===== config.mk =====
export PLATFORM = sky130hd
export DESIGN_NAME = mlx90640_fb_colorizer
export DESIGN_NICKNAME = d
export VERILOG_FILES = /design/src/rtl/package_mlx.sv /design/src/rtl/mlx90640_palette_rom.sv /design/src/rtl/mlx90640_fb_colorizer.sv
export SDC_FILE = /design/constraint.sdc
export NUM_CORES = 1
export LEC_CHECK = 0
export BUFFER_PORTS_ARGS = -buffer_cell sky130_fd_sc_hd__buf_2
export CORE_UTILIZATION = 45
export CTS_CLUSTER_DIAMETER = 100
export DETAILED_ROUTE_END_ITERATION = 6
export HOLD_SLACK_MARGIN = 0.03
export PLACE_DENSITY = 0.66
export SETUP_SLACK_MARGIN = 0.15
export SKIP_LAST_GASP = 1
export SYNTH_ARGS = -nofsm -noshare
export SYNTH_HDL_FRONTEND = slang
export SYNTH_SLANG_ARGS = --single-unit

===== constraint.sdc =====
create_clock -name i_clk -period 19.1 [get_ports i_clk]
set_input_delay 1.91 -clock i_clk [delete_from_list [all_inputs] [get_ports i_clk]]
set_output_delay 1.91 -clock i_clk [all_outputs]
set_load 0.005 [all_outputs]

===== src/rtl/package_mlx.sv =====
// Shared MLX90640 display types and constants.
// Imported by the colorizer top and its palette ROM.
package package_mlx;

    typedef struct packed {
        logic [4:0] r;
        logic [5:0] g;
        logic [4:0] b;
    } t_rgb565;

    localparam int MLX_COLS   = 32;
    localparam int MLX_ROWS   = 24;
    localparam int MLX_PIXELS = 768;

    localparam logic [15:0] C_SCALE_NUM = 16'hFF00;

    typedef enum logic [1:0] {
        ST_IDLE,
        ST_DIVIDE,
        ST_COMMIT
    } t_scale_state;

endpackage


===== src/rtl/mlx90640_palette_rom.sv =====
// 256-entry ironbow-style palette, black -> violet -> orange -> white.
// Synchronous read with one cycle of latency.
module mlx90640_palette_rom
    import package_mlx::*;
(
    input  logic       i_clk,
    input  logic [7:0] i_addr,
    output t_rgb565    o_rgb
);

    function automatic t_rgb565 ironbow(input logic [7:0] idx);
        t_rgb565 c;
        c.r = idx[7] ? 5'd31 : 5'(idx >> 2);
        if (idx < 8'd64)
            c.g = 6'd0;
        else if (idx < 8'd192)
            c.g = 6'((idx - 8'd64) >> 1);
        else
            c.g = 6'd63;
        if (idx < 8'd64)
            c.b = 5'(idx >> 1);
        else if (idx < 8'd128)
            c.b = 5'((8'd127 - idx) >> 1);
        else if (idx < 8'd192)
            c.b = 5'd0;
        else
            c.b = 5'((idx - 8'd192) >> 1);
        return c;
    endfunction

    always_ff @(posedge i_clk) begin
        o_rgb <= ironbow(i_addr);
    end

endmodule


===== src/rtl/mlx90640_fb_colorizer.sv =====
// Upscales the 32x24 thermal frame into a display window and colours each pixel.
// Fixed 5-cycle pixel latency; per-frame scale computed by a serial divider.
module mlx90640_fb_colorizer
    import package_mlx::*;
#(
    parameter int unsigned p_scale_log2 = 4,
    parameter int unsigned p_x_offset   = 64,
    parameter int unsigned p_y_offset   = 48,
    parameter logic [15:0] p_bg_color   = 16'h0000,
    parameter logic        p_mirror_x   = 1'b0,
    localparam int         c_mlx_addrw  = $clog2(MLX_PIXELS + 64)
) (
    input  logic                   i_clk,
    input  logic                   i_rst,
    input  logic                   i_frame_start,
    input  logic signed [15:0]     i_min,
    input  logic signed [15:0]     i_range,
    input  logic                   i_pix_valid,
    input  logic [9:0]             i_pix_x,
    input  logic [9:0]             i_pix_y,
    output logic                   o_fb_rd_valid,
    output logic [c_mlx_addrw-1:0] o_fb_rd_addr,
    input  logic [16:0]            i_fb_rd_data,
    output logic                   o_pix_valid,
    output logic [15:0]            o_pix_rgb,
    output logic                   o_scale_busy
);

    localparam int c_win_w = MLX_COLS << p_scale_log2;
    localparam int c_win_h = MLX_ROWS << p_scale_log2;

    // Pixel stream is valid-only: one pixel accepted every cycle valid is high, no ready.
    logic [10:0] dx, dy;
    logic        in_win;
    logic [4:0]  col_raw, col, row;
    logic        fb_bit16_unused;

    assign dx      = {1'b0, i_pix_x} - 11'(p_x_offset);
    assign dy      = {1'b0, i_pix_y} - 11'(p_y_offset);
    assign in_win  = !dx[10] && ({22'd0, dx[9:0]} < 32'(c_win_w)) &&
                     !dy[10] && ({22'd0, dy[9:0]} < 32'(c_win_h));
    assign col_raw = 5'(dx[9:0] >> p_scale_log2);
    assign row     = 5'(dy[9:0] >> p_scale_log2);
    assign col     = p_mirror_x ? (5'(MLX_COLS - 1) - col_raw) : col_raw;
    assign fb_bit16_unused = i_fb_rd_data[16];

    t_scale_state       state;
    logic signed [15:0] shadow_min, active_min;
    logic [15:0]        shadow_range, active_range_eff, active_scale;
    logic [15:0]        div_q, div_rem;
    logic [3:0]         div_cnt;
    logic [16:0]        rem_shift;
    logic               rem_ge;

    assign rem_shift = {div_rem, div_q[15]};
    assign rem_ge    = rem_shift >= {1'b0, shadow_range};

    always_ff @(posedge i_clk) begin
        if (i_rst) begin
            state            <= ST_IDLE;
            o_scale_busy     <= 1'b0;
            shadow_min       <= '0;
            shadow_range     <= 16'd1;
            div_q            <= '0;
            div_rem          <= '0;
            div_cnt          <= '0;
            active_min       <= '0;
            active_range_eff <= 16'd1;
            active_scale     <= C_SCALE_NUM;
        end else begin
            // The whole active set changes in one edge so no pixel mixes old and new.
            if (state == ST_COMMIT) begin
                active_min       <= shadow_min;
                active_range_eff <= shadow_range;
                active_scale     <= (div_q == 16'd0) ? 16'd1 : div_q;
            end
            if (i_frame_start) begin
                shadow_min   <= i_min;
                shadow_range <= (i_range <= 16'sd0) ? 16'd1 : i_range;
                div_q        <= C_SCALE_NUM;
                div_rem      <= '0;
                div_cnt      <= '0;
                state        <= ST_DIVIDE;
                o_scale_busy <= 1'b1;
            end else begin
                case (state)
                    ST_DIVIDE: begin
                        div_rem <= rem_ge ? 16'(rem_shift - {1'b0, shadow_range})
                                          : rem_shift[15:0];
                        div_q   <= {div_q[14:0], rem_ge};
                        if (div_cnt == 4'd15) begin
                            state        <= ST_COMMIT;
                            o_scale_busy <= 1'b0;
                        end else begin
                            div_cnt <= div_cnt + 4'd1;
                        end
                    end
                    ST_COMMIT: state <= ST_IDLE;
                    default:   state <= ST_IDLE;
                endcase
            end
        end
    end

    logic [4:0]         v_pipe, w_pipe;
    logic signed [16:0] diff;
    logic [15:0]        d_clamped, d3, scale3;
    logic [31:0]        prod;
    logic [7:0]         idx_next, idx4;
    t_rgb565            rom_rgb;

    assign diff      = $signed({i_fb_rd_data[15], i_fb_rd_data[15:0]}) -
                       $signed({active_min[15], active_min});
    assign d_clamped = diff[16] ? 16'd0 :
                       (diff[15:0] > active_range_eff) ? active_range_eff : diff[15:0];
    assign prod      = {16'd0, d3} * {16'd0, scale3};
    assign idx_next  = (|prod[31:16]) ? 8'hFF : prod[15:8];

    always_ff @(posedge i_clk) begin
        if (i_rst) begin
            v_pipe        <= '0;
            w_pipe        <= '0;
            o_fb_rd_valid <= 1'b0;
            o_fb_rd_addr  <= '0;
            d3            <= '0;
            scale3        <= '0;
            idx4          <= '0;
        end else begin
            v_pipe        <= {v_pipe[3:0], i_pix_valid};
            w_pipe        <= {w_pipe[3:0], i_pix_valid & in_win};
            o_fb_rd_valid <= i_pix_valid & in_win;
            // row*32+col is a plain concatenation because the frame is 32 wide.
            if (i_pix_valid && in_win)
                o_fb_rd_addr <= c_mlx_addrw'({row, col});
            d3     <= d_clamped;
            scale3 <= active_scale;
            idx4   <= idx_next;
        end
    end

    mlx90640_palette_rom u_palette (
        .i_clk  (i_clk),
        .i_addr (idx4),
        .o_rgb  (rom_rgb)
    );

    assign o_pix_valid = v_pipe[4];
    assign o_pix_rgb   = w_pipe[4] ? rom_rgb : (v_pipe[4] ? p_bg_color : 16'h0000);

endmodule

Yosys cells after proc, flatten, opt, wreduce, memory -nomap -nowiden --
Index checks and enable logic that the tools add are counted.
Word-level totals: register bits 196, input bits 73, output and inout port bits 29, logic and storage cells 79
Operators by class: add/subtract/negate cells 8, multiply operators 1, magnitude comparators 8, eq/ne operators 4, muxes and demuxes 18, bitwise operators 3, reduce and logical (&&, ||, !) cells 15
Operators by type and width (count):
- two-way mux 16 bit | 7
- multiplier 16 x 16 -> 32 bit | 1
- >= comparator 17 x 16 -> 1 bit | 1
- subtractor 16 x 16 -> 17 bit | 1
- > comparator 16 bit | 1
- less-or-equal comparator 16 x 1 -> 1 bit, second input constant | 1
- logical NOT 16 bit | 1
- less-than comparator 8 bit, second input constant | 2
- OR reduction 16 bit | 1
- subtractor 16 bit | 1
- two-way mux 5 bit | 3
- subtractor 10 x 6 -> 11 bit, second input constant | 1
- subtractor 10 x 7 -> 11 bit, second input constant | 1
- less-than comparator 10 bit, second input constant | 1
- less-than comparator 10 x 9 -> 1 bit, second input constant | 1
- less-than comparator 8 x 7 -> 1 bit, second input constant | 1
- two-way mux 8 bit | 1
- subtractor 7 bit, second input constant | 1
- two-way mux 1 bit | 6
- two-way mux 6 bit | 1
- subtractor 6 x 1 -> 6 bit, second input constant | 1
- subtractor 6 bit, first input constant | 1
- adder 4 x 1 -> 4 bit, second input constant | 1
- == test 4 bit, second input constant | 1
- 11 further kinds | 19

Logic depth before layout (Yosys ltp) --
depth in word-level cells 6, depth in mapped cells 25, mapped depth without buffers 24

Modules after synthesis --
From an unflattened synthesis, not the netlist that was laid out.
Unflattened totals: cell total of the unflattened synthesis 2021, area total of the unflattened synthesis 17438.0 µm²
By module, submodules not included:
- mlx90640_fb_colorizer | instances 1, cells each 1975, area each 16874.9 µm², seq. area each 3583.4 µm²
- mlx90640_palette_rom | instances 1, cells each 46, area each 563.0 µm², seq. area each 320.3 µm²

Worst setup path before layout --
OpenSTA, ideal clock, no wires.
path type flip-flop to flip-flop, start point reg d3[4], end point reg idx4[6], library setup time 0.132 ns, arrival 6.134 ns, required time 18.968 ns, path slack 12.833 ns, cell stages (with the launch flop) 21, path buffers 1, clock period less this slack 6.267 ns, cell sequence dfxtp_1 -> clkbuf_1 -> nand2_1 -> fa_1 -> fa_1 -> fa_1 -> fa_1 -> fa_1 -> inv_1 -> fa_1 -> ha_1 -> a21oi_1 -> a21oi_1 -> a2111oi_4 -> o2111ai_1 -> a41oi_2 -> xnor2_1 -> a21oi_2 -> o2111ai_2 -> nor4_4 -> a21oi_1
Between the ends: longest elaborated chain between the ends 3
Ends and longest elaborated chain:
- start: declaration | RTL line mlx90640_fb_colorizer.sv:107 | logic [15:0] d_clamped, d3, scale3;
- start signal: assignment | RTL line mlx90640_fb_colorizer.sv:135 | d3 <= d_clamped;
- multiplier 16 x 16 -> 32 bit * | RTL line mlx90640_fb_colorizer.sv:116 | assign prod = {16'd0, d3} * {16'd0, scale3};
- OR reduction 16 bit | RTL line mlx90640_fb_colorizer.sv:117 | assign idx_next = (|prod[31:16]) ? 8'hFF : prod[15:8];
- two-way mux 8 bit * | RTL line mlx90640_fb_colorizer.sv:117
- end signal: assignment | RTL line mlx90640_fb_colorizer.sv:137 | idx4 <= idx_next;
- end: declaration | RTL line mlx90640_fb_colorizer.sv:109 | logic [7:0] idx_next, idx4;
Every way passes the cells marked *; elsewhere a longest branch is shown, timed or not. A chain may end at the register's enable or synchronous reset.

Worst setup path in the final report --
start point reg d3[4], end point reg idx4[1]
Same word-level chain as after synthesis.

==> qor.yml <==
outcome: "finished, final reports clean"
synth_commonest_cells: "288 x nand2_1, 267 x inv_1, 195 x fa_1"
leakage_nw: 8.01
cpMostUsedCell: "fa_1"
cts_hold_buf: 0
layout.nets: 2407
rsz0062_at_grt: "false"
grt_overflow_total: 0
num-fill-cells: 3515
yosysMostFrequentCell: "nand2_1"
cts_root_buf: "clkbuf_16"
avgViaCountPerCell: 5.23
rows: 70
dr.pass1.iters: 5
routed_wl_mm: 38.9
dieArea_um2: 38500
clock.fmax_mhz: 138
ir_worst_vdd_mv: 0.0645
netlist_top_cells_area: "fa_1 23%, dfxtp_1 23%, ha_1 11%"
ys_types: 54
r2r-end: "idx4[1]"
reg2reg_slack_ns: 11.83
coreArea_um2: 36900
ios: 102
r2r_start: "d3[4]"
seq_area_frac_synth_pct: 22.9
tightest_slew_ns: 1.12
drc: 0
crit_fanout: 16
synth_flop_cell: "dfxtp_1"
io_buffers: 92
holdWs_ns: 0.440
synthArstFlopShare_pct: 0
post_cts.repair.setup_buffers: 0
grtUsageTotal_pct: 21.3
drv_cap: 0
clock_skew_ns: 0.0286
period_share_pct: 38.0
setup.worst_path.end_class: "register"
slew_violations: 0
cp.required_ns: 19.37
critPathKind: "register to register"
crit_arrival_ns: 7.54
yosys.area.top_type_share_pct: 23.0
cts.path.max_buffers: 2
hold_violations: 0
cts_buffers: 17
syn_area_um2: 17000
relSlewSlack_pct: 25.2
postCtsResizedCells: 0
die_h_um: 196
via_count: 13110
netlist_instances: 1951
area.growth.synth_to_final_pct: 8.86
hold_path.class: "register to register"
startpoint_type: "register"
routedWlPerCell_um: 15.5
grt_max_degree: 78
grt_pass1_vias: 13308
crit_chain: "nand2_1 -> fa_1 -> fa_1 -> fa_1 -> fa_1 -> fa_1 -> inv_1 -> fa_1 -> ha_1 -> a21oi_1 -> a21oi_1 -> a2111oi_4 -> o2111ai_1 -> a41oi_2 -> xnor2_1 -> a21oi_2 -> o2111ai_2 -> nor4_4 -> a21oi_1"
worstSetupEndpoint: "idx4[1]"
htree_num_levels: 4
first_iter_violations: 773
clkLatencyLatePin_ns: 0.45
setup_tns_ns: 0
drt.antenna.violating_nets: 0
path_clk_slew_ns: 0.09
antenna_found_initial: 0
finalCriticalPeriod_ns: 7.27
yosysTopAreaCell: "fa_1"
crit_path_start: "d3[4]"
grt_pass1_wl_mm: 66.0
p_per_area_nw_per_um2: 60.3
synth_seq_cells: 194
syn_avg_cell_area_um2: 8.71
initial_utilization_pct: 46.1
synth_nets: 2371
die_w_um: 196
cts_sinks: 194
reg2reg_depth: 19
place_congestion: 0.873
yosysWarningCount: 0
cts_tree: "built"
crit_path_max_incr_delay_ns: 0.96
drive_gt1_share_pct: 7.80
synth_edf_count: 0
dp_hpwl_mm: 29.3
setup_viol: 0
slowest_stage: "dfxtp_1"
## cells in the final DEF (no fill, tap or decap), types with 25 or more instances in the layout
master and n:
o21ai_0 55, dfxtp_1 194, inv_1 267, nand3_1 25
and2_1 134, ha_1 152, xnor2_1 35, mux2i_1 51
nor2b_1 34, nor2_1 93, fa_1 195, nand2_1 288
a21oi_1 109, buf_2 91
## per-layer routing
metal,wire length (um),vias up,share of wire [%],GRT usage [%]
met4,888,0,2.3,6.60
met2,18400,307,47,35.4
met1,17900,6397,46,28.5
met3,1710,60,4.4,2.92
li1,-,6346,-,-
met5,0,-,0,0
## sequential cells by signal, summed over array words and instances (netlist names)
signal            cells
v_pipe                5
active_min           16
u_palette.o_rgb      16
idx4                  7
active_scale         16
state                 2
o_scale_busy          1
div_q                16
w_pipe                5
scale3               16
shadow_min           16
div_rem              16
d3                   16
active_range_eff     16
div_cnt               4
o_fb_rd_addr         10
shadow_range         16
## where the power goes
part	total [mW]	switching, mW	leakage [nW]	internal [mW]
Combinational	0.275	0.155	6.11	0.120
Sequential	0.454	0.0282	1.59	0.426
Clock	0.385	0.198	0.310	0.187
## worst max-delay path, delay by kind of cell (launching register included)
kind	cells	cell delay, ns
adders and majority gates	7	3.53
AOI/OAI and AO/OA	8	1.83
and+or+nand+nor	2	0.65
xor gates and xnor gates	1	0.09
buffers and inverters	1	0.06
DFF	1	0.96
## per-stage QoR
step	setup WS (ns)	util [%]	instances	power (mW)	instance area [um2]
6_report	11.83	50.2	2505	1.11	18500
5_1_grt	11.41	50.1	2504	1.18	18500
4_1_cts	11.81	50.1	2504	1.13	18500
3_5_place_dp	11.81	48.4	2472	0.738	17800
3_3_place_gp	11.90	48.4	2472	0.733	17800
2_1_floorplan	12.83	-	1951	0.665	17000
## kinds of logic (layout without fill, tap and decap cells)
group                    count (synthesis)  in the layout  share of synthesized area, %
XOR/XNOR                                49             49                          2.53
AND/OR/NAND/NOR                        671            671                          19.0
multiplexers                            51             51                          3.00
AO/OA/AOI/OAI                          281            281                          10.3
other                                    0              1                             0
adder cells (fa/ha/maj)                352            352                          34.5
flip-flops                             194            194                          22.9
buffers and inverters                  353            402                          7.83
## cell type report
| type | instances | area, um2 | share of cell area [%] |
|---|---|---|---|
| Clock inverter | 15 | 220 | 1.19 |
| Timing Repair Buffer | 103 | 546 | 2.95 |
| Clock buffer | 17 | 425 | 2.30 |
| Antenna cell | 1 | 2.50 | 0.0135 |
| Inverter | 267 | 1000 | 5.42 |
| Tap cell | 504 | 631 | 3.41 |
| Multi-Input combinational cell | 1404 | 11800 | 63.7 |
| Sequential cell | 194 | 3880 | 21.0 |
## worst min-delay path by stage
stage / endpoint / cells past startpoint / slack [ns] / from
after floorplan: v_pipe[1] / 1 / 0.41 / v_pipe[0]
after global placement: v_pipe[1] / 1 / 0.42 / v_pipe[0]
after detailed placement: v_pipe[3] / 1 / 0.43 / v_pipe[2]
after CTS: w_pipe[2] / 1 / 0.44 / w_pipe[1]
after global routing: w_pipe[2] / 1 / 0.46 / w_pipe[1]
final: w_pipe[2] / 1 / 0.44 / w_pipe[1]
Note: power is estimated with default switching activity, not from simulation.
